`config.mk`:
```
export PLATFORM = sky130hd
export DESIGN_NAME = request_capture
export DESIGN_NICKNAME = d
export VERILOG_FILES = /design/src/rtl/req_cap_pkg.sv /design/src/rtl/debounce_cell.sv /design/src/rtl/request_capture.sv
export SDC_FILE = /design/constraint.sdc
export NUM_CORES = 1
export LEC_CHECK = 0
export ABC_AREA = 1
export CAP_MARGIN = 20
export CORE_MARGIN = 2
export CORE_UTILIZATION = 53
export DETAILED_ROUTE_END_ITERATION = 12
export PLACE_DENSITY_LB_ADDON = 0.12
export SETUP_SLACK_MARGIN = 0.02
export SLEW_MARGIN = 20
export SYNTH_ARGS = -nofsm -noshare
export SYNTH_HDL_FRONTEND = slang
export SYNTH_SLANG_ARGS = --single-unit
```
`constraint.sdc`:
```
create_clock -name clk -period 1.1 [get_ports clk]
set_input_delay 0.22 -clock clk [delete_from_list [all_inputs] [get_ports clk]]
set_output_delay 0.22 -clock clk [all_outputs]
set_load 0.05 [all_outputs]
```
`src/rtl/req_cap_pkg.sv`:
```
// Shared types and helpers for request_capture: FSM state encoding and the
// debounce counter width calculation.
package req_cap_pkg;

    typedef enum logic {
        IDLE    = 1'b0,
        PRESENT = 1'b1
    } state_t;

    // Counter must reach DEBOUNCE_CYCLES-1; the +1 keeps one-cycle debounce at 1 bit.
    function automatic int cnt_width(input int cycles);
        return (cycles < 1) ? 1 : $clog2(cycles + 1);
    endfunction

endpackage

```
`src/rtl/debounce_cell.sv`:
```
// One request line: 2-flop synchronizer, debounce to a stable level, and a
// single-cycle pulse when the stable level rises.
module debounce_cell
    import req_cap_pkg::*;
#(
    parameter int DEBOUNCE_CYCLES = 4
) (
    input  logic clk,
    input  logic rst_n,
    input  logic btn_i,
    output logic rise_o
);

    localparam int            CW   = cnt_width(DEBOUNCE_CYCLES);
    localparam logic [CW-1:0] LAST = CW'(DEBOUNCE_CYCLES - 1);

    logic          r_sync1;
    logic          r_sync2;
    logic          r_stable;
    logic          r_rise;
    logic [CW-1:0] r_cnt;

    always_ff @(posedge clk or negedge rst_n) begin
        if (!rst_n) begin
            r_sync1  <= 1'b0;
            r_sync2  <= 1'b0;
            r_stable <= 1'b0;
            r_rise   <= 1'b0;
            r_cnt    <= '0;
        end else begin
            r_sync1 <= btn_i;
            r_sync2 <= r_sync1;
            r_rise  <= 1'b0;
            // Any sample matching the stable level restarts the run.
            if (r_sync2 != r_stable) begin
                if (r_cnt == LAST) begin
                    r_stable <= r_sync2;
                    r_rise   <= r_sync2;
                    r_cnt    <= '0;
                end else begin
                    r_cnt <= r_cnt + CW'(1);
                end
            end else begin
                r_cnt <= '0;
            end
        end
    end

    assign rise_o = r_rise;

endmodule

```
`src/rtl/request_capture.sv`:
```
// Debounced request capture with sticky pending bits and a present/ack FSM
// that hands the highest-index pending request to a consumer one at a time.
// Optional feature: define REQ_CAP_OVF_EN to add the sticky ovf_o output.
module request_capture
    import req_cap_pkg::*;
#(
    parameter int N               = 4,
    parameter int DEBOUNCE_CYCLES = 4
) (
    input  logic         clk,
    input  logic         rst_n,
    input  logic [N-1:0] btn_i,
    input  logic         ack_i,
    output logic [N-1:0] onehot_o,
    output logic         valid_o,
    output logic [N-1:0] pending_o
`ifdef REQ_CAP_OVF_EN
    ,
    output logic         ovf_o
`endif
);

    if (N < 2) begin : g_chk_n
        $error("request_capture: N must be >= 2");
    end
    if (DEBOUNCE_CYCLES < 1) begin : g_chk_db
        $error("request_capture: DEBOUNCE_CYCLES must be >= 1");
    end

    logic [N-1:0] w_rise;
    logic [N-1:0] w_clr;
    logic [N-1:0] w_top;

    state_t       r_state;
    logic [N-1:0] r_pending;
    logic [N-1:0] r_onehot;
    logic         r_valid;

    for (genvar g = 0; g < N; g++) begin : g_cell
        debounce_cell #(
            .DEBOUNCE_CYCLES(DEBOUNCE_CYCLES)
        ) u_cell (
            .clk    (clk),
            .rst_n  (rst_n),
            .btn_i  (btn_i[g]),
            .rise_o (w_rise[g])
        );
    end

    always_comb begin
        w_clr = '0;
        if (r_state == PRESENT && ack_i) begin
            w_clr = r_onehot;
        end
    end

    // Ascending scan, so the highest set bit is the last one written.
    always_comb begin
        w_top = '0;
        for (int i = 0; i < N; i++) begin
            if (r_pending[i]) begin
                w_top = N'(1) << i;
            end
        end
    end

    always_ff @(posedge clk or negedge rst_n) begin
        if (!rst_n) begin
            r_state   <= IDLE;
            r_pending <= '0;
            r_onehot  <= '0;
            r_valid   <= 1'b0;
        end else begin
            // A rise on the bit being acked keeps it pending.
            r_pending <= (r_pending & ~w_clr) | w_rise;
            case (r_state)
                IDLE: begin
                    if (|r_pending) begin
                        r_onehot <= w_top;
                        r_valid  <= 1'b1;
                        r_state  <= PRESENT;
                    end
                end
                PRESENT: begin
                    if (ack_i) begin
                        r_onehot <= '0;
                        r_valid  <= 1'b0;
                        r_state  <= IDLE;
                    end
                end
                default: begin
                    r_onehot <= '0;
                    r_valid  <= 1'b0;
                    r_state  <= IDLE;
                end
            endcase
        end
    end

`ifdef REQ_CAP_OVF_EN
    logic r_ovf;

    always_ff @(posedge clk or negedge rst_n) begin
        if (!rst_n) begin
            r_ovf <= 1'b0;
        end else if (|(w_rise & r_pending & ~w_clr)) begin
            r_ovf <= 1'b1;
        end
    end

    assign ovf_o = r_ovf;
`endif

    assign onehot_o  = r_onehot;
    assign valid_o   = r_valid;
    assign pending_o = r_pending;

endmodule

```
==> impl_results.md <==
* Global-route track usage on met3 at 4.92%
* Total Nets Final at 172
* Number of vias in the routed layout at 948
* Setup crit end: pending_o[1]
* Via-to-Cell Ratio at 4.94
* Number of antenna violations at the first check in global routing at 0
* Core region area at 2450 µm²
* Relative slew slack at 72.8%
* Crit Path Class: reg2out
* Sequential cell area at 956 µm²
* Endpoint arrival time on the critical path at 0.93 ns
* Area of the die at 3010 µm²
* Critical Path Slowest Stage Cell: dfrtp_2
* Total negative setup slack at -0.321 ns
* Maximum root-to-sink buffer count at 2
* Worst Setup End Kind: primary output
* Synthesized area per cell at 11.2 µm²
* Total number of clock tree sinks at 38
* Dpl ws at -0.107 ns
* Outcome: complete, but fails checks
* Cell at the root of the clock tree: clkbuf_4
* Wire length after detailed routing at 2340 µm
* Depth of the worst register-to-register path at 6
* Met2 track demand over resource in global routing at 32.7%
* Effective utilization at floorplan at 55.8%
* Num ports at 16
* Post-layout total power at 0.00536 W
* CP top delay family: flip-flops
* Slew Limit Fails at 0
* Failing checks: setup timing
* Achievable frequency at 870 MHz
* First-pass detailed-route iteration total at 4
* Routability congestion estimate from global placement at 0.703
* Final worst path period need at 1.15 ns
* Global route total overflow at 0
* Area of the multi-input gates at 437 µm²
* Final Cycle Share at 105%
* Layout-stage area growth over the synthesis result at 38.3%
* Slew of the pin with the lowest slew margin at 0.405 ns
* Total number of H-tree levels at 2
* Count of unique library cells instantiated by Yosys at 14
* Layout filler cell count at 158
* Worst IR Drop VDD at 0.00234 V
* CP Cell Sequence: buf_12
* Launching instance or port of the critical path: pending_o[1]
* GR met1 Demand/Resource at 20.3%
* Number of instances in the synthesized netlist at 122
* Largest net degree at the start of global routing at 39
* DRC violation total after the first TritonRoute iteration at 3
* CP bufs+invs at 1
* Wire length of the first global-routing pass at 3770 µm
* Post-route insts no fill at 192
* Remaining routing DRC violations at 0
* Antenna violation net count after detailed routing at 0
* Min-delay src: btn_i[2]
* Number of synthesized register bits at 38
* Final setup violation count at 9
* Layout cell share with drive strength beyond 1 at 32.1%
* Routed len/inst at 12.2 µm
* Type of the worst min-delay path: in2reg
* TritonCTS Buffers at 5
* Count of buffers from port buffering at 15
* TritonCTS clock tree: yes
* Reg2reg setup slack at 0.02 ns
* Die X-Extent at 54.8 µm
* Synthesized Nets at 133
* Pwr per Cell Area at 2830 nW/µm²
* R2R Path Start: pending_o[2]
* CP peak stage delay at 0.45 ns
* RSZ-0062 raised after global routing: yes
* Sequential fraction of the synthesis area at 69.4%
* Critical R2R Capture: onehot_o[0]
* Final Worst Setup Slack at -0.0500 ns
* Global-route usage over all layers at 18.6%
* Clock transition at the register clock pins on the worst setup and hold paths after CTS at 0.11 ns
* Die span in y at 54.8 µm
* Post-placement cell count at 170
* Largest fanout on the critical path at 2
* Sort of element at the start of the critical path: flip-flop
* Most crowded layer after global routing: met2
* Number of global-route vias before repair at 915
* Ys Warns at 0
* Max_cap viols at 0
* Required time at the endpoint of the critical path at 0.88 ns
* Clock skew at 0.0122 ns
* Levels on crit path at 1
* Antenna diode instance count at 0
* Post-synth design cell area at 1370 µm²
* Insertion delay of the later-clocked pin in the worst-skew pair at 0.33 ns
* Row count at 18
* Detail Placement HPWL at 1540 µm
* Total count of hold-check failures in the final report at 0
* Leakage component of the power at 0.968 nW
[layout by cell type, fill, tap and decap left out, types with 2 or more instances in the layout]
cell              n
dfrtp_1          34
nand3_1           4
nor3_1            3
nand2_2           5
ha_1              3
clkbuf_4          5
buf_12           10
nor2_1           11
a21o_1            4
xnor2_1           4
inv_1             9
nor2_4            2
nand2_1          27
dfrtp_2           4
buf_4            15
clkbuf_1          3
nand3_2           2
clkdlybuf4s50_1   5
nor3_2            4
[metrics by stage]
| stage | utilization, % | area, µm² | hold slack (ns) |
|---|---|---|---|
| floorplan | - | 1380 | -0.0756 |
| global placement | 68.6 | 1680 | 0.195 |
| finish | 77.2 | 1890 | 0.329 |
| detailed placement | 68.6 | 1680 | 0.198 |
| global route | 77.2 | 1890 | 0.308 |
| CTS | 73.7 | 1810 | 0.317 |
[how the worst min path moves through the flow]
stage                                            to  slack [ns]  cells after the start
after detailed placement  g_cell[0].u_cell.r_cnt[0]        0.20                      2
after global placement    g_cell[0].u_cell.r_cnt[2]        0.20                      2
after CTS                  g_cell[2].u_cell.r_sync1        0.32                      1
final                      g_cell[2].u_cell.r_sync1        0.33                      1
after global routing       g_cell[3].u_cell.r_sync1        0.31                      1
after floorplan           g_cell[0].u_cell.r_cnt[0]       -0.08                      0
[cells in the mapped netlist (all sizes together)]
library cell / count / area (µm²)
a21o: 4 / 30.0
nand2: 33 / 136
nand3: 6 / 30.0
nor2: 14 / 55.1
ha: 4 / 50.1
inv: 10 / 37.5
dfrtp: 38 / 951
o21ai: 2 / 10.0
nor3: 7 / 35.0
xnor2: 4 / 35.0
[metal layers]
layer | vias to the layer above | wire length, µm
met5 | - | 0
met4 | 0 | 31
met3 | 4 | 93
met2 | 19 | 1240
met1 | 462 | 972
li1 | 463 | -
[kinds of logic (layout without fill, tap and decap cells)]
logic type,count (synthesis),count (layout),share of synthesized area [%]
AOI/OAI and AO/OA,6,6,2.92
buffers and inverters,10,50,2.74
adders and majority gates,4,4,3.65
xor gates and xnor gates,4,4,2.56
DFF,38,38,69.4
and+or+nand+nor,60,60,18.7
[area by class of cell]
class | instances | share of cell area [%]
flip-flops and latches | 38 | 50.5
multi-input cells | 74 | 23.1
repair buffers | 32 | 19.9
clock buffers | 8 | 2.58
inverters | 10 | 1.98
well taps | 30 | 1.98
[registers in the layout, indices dropped and copies added (netlist names)]
| register | flops |
|---|---|
| r_state | 1 |
| g_cell.u_cell.r_sync1 | 4 |
| g_cell.u_cell.r_sync2 | 4 |
| g_cell.u_cell.rise_o | 4 |
| pending_o | 4 |
| g_cell.u_cell.r_stable | 4 |
| onehot_o | 4 |
| valid_o | 1 |
| g_cell.u_cell.r_cnt | 12 |
[timing repair]
| item | CTS | global route |
|---|---|---|
| hold endpoints to repair | 38 | 0 |
| pin swaps | 0 | 2 |
| hold buffers | 1 | 0 |
| setup endpoints to repair | 9 | 23 |
| gates resized for setup | 2 | 13 |
| buffers inserted | 8 | 5 |
[power by group]
part           internal, W  switching [W]  total [W]
sequential         0.00178       0.000296    0.00208
clock             0.000255       0.000399   0.000654
combinational      0.00128        0.00135    0.00262
(Power assumes the default switching activity.)
